<file path="src/rtl/regfile_mp.sv">
// Multi-port register file with optional write bypass, pending scoreboard and soft-clear sequencer.
// Optional debug read port enabled by defining REGFILE_DBG_EN.
module regfile_mp #(
  parameter int XLEN   = 32,
  parameter int NREGS  = 32,
  parameter int AW     = 5,
  parameter int NRD    = 2,
  parameter int BYPASS = 1
) (
  input  logic                clk,
  input  logic                rst_n,
  input  logic                we,
  input  logic [AW-1:0]       wr_addr,
  input  logic [XLEN-1:0]     wr_data,
  input  logic [NRD-1:0]      rd_en,
  input  logic [NRD*AW-1:0]   rd_addr,
  output logic [NRD*XLEN-1:0] rd_data,
  output logic [NRD-1:0]      rd_pend,
  input  logic                iss_en,
  input  logic [AW-1:0]       iss_addr,
  input  logic                clr_req,
  output logic                busy,
  output logic                wr_drop
`ifdef REGFILE_DBG_EN
  ,
  input  logic [AW-1:0]       dbg_addr,
  output logic [XLEN-1:0]     dbg_data
`endif
);

  localparam logic [0:0] IDLE  = 1'b0;
  localparam logic [0:0] CLEAR = 1'b1;

  logic [XLEN-1:0]  regs_q [NREGS];
  logic [XLEN-1:0]  regs_d [NREGS];
  logic [NREGS-1:0] pend_q, pend_d;
  logic [0:0]       state_q, state_d;
  logic [AW-1:0]    cnt_q, cnt_d;
  logic             wr_drop_q, wr_drop_d;

  logic [AW-1:0]    ra;
  logic             hit;

  assign busy    = (state_q == CLEAR);
  assign wr_drop = wr_drop_q;

  always_comb begin
    regs_d    = regs_q;
    pend_d    = pend_q;
    state_d   = state_q;
    cnt_d     = cnt_q;
    wr_drop_d = we && (wr_addr != '0) && busy;
    case (state_q)
      IDLE: begin
        if (we && (wr_addr != '0)) begin
          regs_d[wr_addr] = wr_data;
          pend_d[wr_addr] = 1'b0;
        end
        // Issue is applied after the write-clear so a same-address set wins.
        if (iss_en && (iss_addr != '0)) begin
          pend_d[iss_addr] = 1'b1;
        end
        if (clr_req) begin
          pend_d  = '0;
          state_d = CLEAR;
          cnt_d   = AW'(1);
        end
      end
      default: begin
        regs_d[cnt_q] = '0;
        cnt_d         = cnt_q + AW'(1);
        if (cnt_q == AW'(NREGS - 1)) begin
          state_d = IDLE;
          cnt_d   = '0;
        end
      end
    endcase
  end

  always_ff @(posedge clk or negedge rst_n) begin
    if (!rst_n) begin
      for (int unsigned i = 0; i < NREGS; i++) begin
        regs_q[i] <= '0;
      end
      pend_q    <= '0;
      state_q   <= IDLE;
      cnt_q     <= '0;
      wr_drop_q <= 1'b0;
    end else begin
      regs_q    <= regs_d;
      pend_q    <= pend_d;
      state_q   <= state_d;
      cnt_q     <= cnt_d;
      wr_drop_q <= wr_drop_d;
    end
  end

  // rst_n gates the read path so a bypass hit cannot leak data during reset.
  always_comb begin
    rd_data = '0;
    rd_pend = '0;
    ra      = '0;
    hit     = 1'b0;
    for (int unsigned k = 0; k < NRD; k++) begin
      ra  = rd_addr[k*AW +: AW];
      hit = (BYPASS != 0) && we && (wr_addr == ra);
      if (rst_n && rd_en[k] && (ra != '0) && !busy) begin
        rd_data[k*XLEN +: XLEN] = hit ? wr_data : regs_q[ra];
        rd_pend[k]              = pend_q[ra] && !hit;
      end
    end
  end

`ifdef REGFILE_DBG_EN
  logic [XLEN-1:0] dbg_data_q;

  always_ff @(posedge clk or negedge rst_n) begin
    if (!rst_n) begin
      dbg_data_q <= '0;
    end else begin
      dbg_data_q <= regs_q[dbg_addr];
    end
  end

  assign dbg_data = dbg_data_q;
`endif

endmodule

</file>
<file path="config.mk">
export PLATFORM = sky130hd
export DESIGN_NAME = regfile_mp
export DESIGN_NICKNAME = d
export VERILOG_FILES = /design/src/rtl/regfile_mp.sv
export SDC_FILE = /design/constraint.sdc
export NUM_CORES = 2
export LEC_CHECK = 0
export CORE_MARGIN = 2
export CORE_UTILIZATION = 40
export DETAILED_ROUTE_END_ITERATION = 12
export MAX_ROUTING_LAYER = met4
export PLACE_DENSITY_LB_ADDON = 0.15
export SKIP_CTS_REPAIR_TIMING = 1
export SLEW_MARGIN = 30
export SYNTH_ARGS = -nofsm -noshare
export SYNTH_HDL_FRONTEND = slang
export SYNTH_SLANG_ARGS = --single-unit
</file>
<file path="constraint.sdc">
create_clock -name clk -period 5.9 [get_ports clk]
set_input_delay 0.59 -clock clk [delete_from_list [all_inputs] [get_ports clk]]
set_output_delay 0.59 -clock clk [all_outputs]
set_load 0.03 [all_outputs]
</file>
# After elaboration in Yosys (flattened, before gate mapping)
# Cells that the tools add are included.
[classes]
shift = 0
n_mux = 37
reduce_logical = 26
mul = 0
n_eq_ne = 3
magnitude_cmp = 12
addsub = 1
bitwise_logic = 9
div = 0
[ops]
columns = ["cell", "count"]
rows = [
  ["$mux W1024", 2],
  ["$and A1024 B1024 Y1024", 1],
  ["$bwmux W1024", 1],
  ["$not A1024 Y1024", 1],
  ["$mux W32", 14],
  ["$bmux W32 S5", 2],
  ["$demux W32 S5", 2],
  ["$and A32 B32 Y32", 1],
  ["$not A32 Y32", 1],
  ["$or A32 B32 Y32", 1],
  ["$ge A6 B6 Y1 const B", 4],
  ["$lt A5 B6 Y1 const B", 4],
  ["$not A5 Y6", 4],
  ["$reduce_bool A5 Y1", 4],
  ["$logic_and A1 B1 Y1", 17],
  ["$mux W5", 3],
  ["$lt A6 B1 Y1 const B", 2],
  ["$bmux W1 S5", 2],
  ["$demux W1 S5", 2],
  ["$eq A5 B5 Y1", 2],
  ["$ge A5 B1 Y1 const B", 2],
  ["$mux W1", 9],
  ["$add A5 B1 Y5 const B", 1],
  ["$eq A5 B5 Y1 const B", 1],
  ["2 further kinds", 5],
]
[totals]
romBits = 0
latch_bits = 0
output_inout_bits = 68
ramBits = 0
word_cells = 124
reg_bits = 1063
inputBits = 59
n_memories = 0

# Depth between registers and ports, before layout
[logic_depth]
ltp_word = 11
depth_mapped = 9
depth_no_buf = 5

# Worst setup path after synthesis
# Ideal clock, no wire load.
[synth_timing]
kind = "input-to-output"
startpoint = "input port rd_addr[0]"
endpoint = "output port rd_pend[0]"
arrival_time_ns = 2.293
required_ns = 5.310
path_buffers = 4
cell_stages = 9
path_slack_ns = 3.017
cell_sequence = "buf_6 buf_6 buf_6 buf_6 mux2i_1 a22oi_1 a22oi_1 a21o_1 a21oi_1"
[synth_between]
elab_chain_cells = 5
elab_cells_between_ends = 10
classes_between = "eq/ne: 1; mux: 3; reduce/logical: 6"
[synth_rtl]
columns = ["item", "line_no", "text"]
rows = [
  ["start: declaration", "16", "input logic [NRD*AW-1:0] rd_addr,"],
  ["branches (longest 4 deep; another with $bmux W1 S5)", "--", ""],
  ["$mux W1 (*)", "107", "if (rst_n && rd_en[k] && (ra != '0) && !busy) begin"],
  ["end: declaration", "18", "output logic [NRD-1:0] rd_pend,"],
]
# Mark *: on every way between the ends. The select of a mux whose other input is x is not followed.

# Final worst setup path
[layout_timing]
startpoint = "input port rd_addr[2]"
endpoint = "output port rd_data[31]"
[layout_between]
elab_chain_cells = 6
elab_cells_between_ends = 11
classes_between = "eq/ne: 1; mux: 5; bitwise: 1; reduce/logical: 4"
[layout_rtl]
columns = ["item", "line_no", "text"]
rows = [
  ["$not A5 Y6 (not written as such)", "108", "rd_data[k*XLEN +: XLEN] = hit ? wr_data : regs_q[ra];"],
  ["$bmux W32 S5", "108", ""],
  ["$mux W32 (not written as such) (2 in a row)", "108", ""],
  ["$mux W32", "108", ""],
  ["$mux W32 (*)", "107", ""],
  ["end: declaration", "17", "output logic [NRD*XLEN-1:0] rd_data,"],
]
# Every way passes the cells marked *; elsewhere a longest branch is shown, timed or not. The select of a mux whose other input is x is not followed.

==> results by group <==
Outcome
  – Status: complete, no violations

Placement
  – Post-DP HPWL: 135,000 um
  – Placer congestion estimate: 0.8864
  – DP Area: 60,210 um2
  – PortBufs: 126

Routing
  – DRC viols: 0
  – Vias post-DR: 45,382
  – Number of DRC markers in iteration 0: 6,613
  – Final ANT Viol Nets: 0
  – 1st-pass router iterations: 6
  – Per-cell routed wire length: 37.81 um
  – Vias per Instance: 7.195
  – WL final: 238,500 um

Clocking
  – H-tree Lvls: 3
  – Worst-Skew Late Latency: 770 ps
  – Clk slew on worst S/H paths: 70 ps
  – Sink Count: 1,063
  – Clock Root Buffer: clkbuf_16
  – CTS Buf Count: 118
  – CTS tree: built
  – Maximum clock insertion buffer count: 3

Power and ir drop
  – Psw: 6.258 mW
  – PD cells: 317.3 nW/um2
  – Reg power frac: 41.6%
  – Clock share of power: 40.0%
  – Switching share of total power: 30.58%
  – VDD IR max: 0.2578 mV
  – LEAKAGE: 28.50 nW
  – Pint: 14.21 mW
  – Comb power frac: 18.5%

GRT
  – Vias in the first global route: 44,711
  – Largest net degree at the start of global routing: 142
  – GRT Util Overall: 33.90%
  – Antenna violations before repair: 6
  – GR Overflow Total: 0
  – Global-route wire length before repair: 340,700 um

STA
  – Final hold violation count: 0
  – RSZ-0062 raised after global routing: no
  – Relative slew margins: 26.11%
  – Fin crit share: 77.26%
  – Clock Skew: 23.43 ps
  – Setup TNS: 0 ps
  – Actual slew at the worst max-slew pin: 1106 ps
  – Pins Over Slew Limit: 0
  – Minimum clock period: 4558 ps
  – Final Setup Violations: 0
  – Max Clock Freq: 219.4 MHz

Die
  – Die Ht: 378.8 um
  – Initial Util: 40.27%
  – Core ar.: 139,500 um2
  – Area of the die: 143,500 um2
  – I/O Pins: 127
  – Cell Rows: 137
  – Die Wd: 378.8 um

Yosys
  – Post-Syn Area: 56,190 um2
  – Post-synth top area share: 47.34%
  – Mapped Cells: 4,468
  – Main synth FF type: dfrtp_1
  – Dominant cell type by area after synthesis: dfrtp_1
  – Number of synthesized flops with an enable pin: 0
  – Cell variety after synth: 59
  – Warnings from Yosys: 0
  – Sequential fraction of the synthesis area: 47.34%
  – Avg Cell Area, Syn: 12.58 um2
  – Synth async-reset ratio: 100.0%
  – Synthesized flop and latch total: 1,063
  – Leading cell types by total area after synthesis: dfrtp_1 47%, a22o_1 15%, mux4_2 11%
  – Post-synth net total: 4,532

Critical path
  – Critical path launch point type: primary input
  – WP buf/inv: 3
  – CP delay by family, top: compound AO/OA/AOI/OAI gates
  – Slowest cell on crit path: nor2_4
  – Critical path fanouts, max: 24
  – Critical path class: in2out
  – Required @ worst endpoint: 5310 ps
  – Critical-path cell list: buf_2 > nor2_4 > buf_4 > a221oi_1 > o21ai_0 > a21oi_1 > a211o_1 > buf_12
  – CP max stage delay: 830 ps
  – Crit path DAT: 3970 ps
  – Worst Setup End Kind: output port

Worst hold path
  – Min-delay worst type: in2async

Layout
  – Synth-to-layout area growth: 14.77%
  – Fin area: 64,490 um2
  – FF/Latch Area: 26,600 um2
  – Share of cells above drive strength 1: 18.99%
  – Area of the multi-input gates: 27,510 um2
  – Fill cells: 12,539
  – Nets: 4,394

Job
  – Maxcap violations: 0
==> layer usage <==
| metal | wire length, um | vias to the layer above | track usage (%) |
|---|---|---|---|
| met2 | 101500 | 3211 | 46.91 |
| met4 | 12020 | 0 | 14.42 |
| met5 | 0 | - | - |
| li1 | - | 17672 | - |
| met3 | 27180 | 694 | 8.994 |
| met1 | 97840 | 23805 | 46.80 |
==> placed cells by master (no fill, tap or decap), types with 45 or more instances in the layout <==
| cell | instances |
|---|---|
| a211o_1 | 61 |
| a21oi_1 | 164 |
| a221oi_1 | 241 |
| a22o_1 | 993 |
| a22oi_1 | 63 |
| buf_12 | 78 |
| buf_4 | 169 |
| clkbuf_16 | 118 |
| clkdlybuf4s50_1 | 55 |
| dfrtp_1 | 1063 |
| mux2i_1 | 504 |
| mux4_2 | 280 |
| nand2_1 | 45 |
| o21ai_0 | 191 |
==> through the flow <==
step	std cells	hold slack (ps)	utilization [%]	worst slack, ps	power (mW)
2_1_floorplan	4468	294.4	-	3017	10.62
3_3_place_gp	6075	472.2	42.99	1540	12.21
3_5_place_dp	6085	472.0	43.15	1534	12.28
4_1_cts	6303	-335.3	46.19	1535	20.43
5_1_grt	6307	297.0	46.22	1332	21.08
6_report	6307	298.2	46.22	1342	20.46
==> flip-flops by register name, summed over array words and instances (netlist names) <==
register  cells
busy          1
cnt_q         5
pend_q       32
regs_q     1024
wr_drop       1
==> kinds of logic after synthesis <==
group | after synthesis | synth area share (%)
adders and majority gates | 5 | 0.1113
AOI/OAI and AO/OA | 1800 | 25.28
buffers and inverters | 594 | 4.843
xor gates and xnor gates | 12 | 0.1870
muxes | 790 | 20.32
and+or+nand+nor | 204 | 1.915
DFF | 1063 | 47.34
==> cells in the mapped netlist (all sizes together) (46+ instances only) <==
cell and instances:
dfrtp 1063, a22o 993, mux2i 504, clkbuf 395, mux4 280, a221oi 242
a21oi 195, o21ai 191, buf 188, a22oi 63, a211o 61, and2 46
==> final timing paths <==
path,depth (start not counted),endpoint,start,slack [ps]
max,8,rd_data[31],rd_addr[2],1340
min,2,regs_q[461],rst_n,300
max reg2reg,8,regs_q[777],busy,2170
min reg2reg,1,regs_q[995],regs_q[995],510
max in group asynchronous,5,regs_q[800],rst_n,3300
min in group clk,1,regs_q[995],regs_q[995],510
==> final cells by class <==
type	instances	area share (%)
repair buffers	325	5.787
flip-flops and latches	1063	41.25
diodes	3	0.01164
well taps	1876	3.640
clock inverters	49	1.201
clock buffers	169	5.388
inverters	11	0.07372
multi-input cells	2811	42.65
==> power by group through the flow <==
stage / logic (mW) / clock network, mW / registers, mW
detailed placement: 3.70 / 0 / 8.58
floorplan: 2.19 / 0 / 8.42
global placement: 3.64 / 0 / 8.58
CTS: 3.71 / 8.26 / 8.47
global route: 3.93 / 8.57 / 8.57
finish: 3.78 / 8.18 / 8.50
No activity file was read; power rests on OpenSTA's default activity.
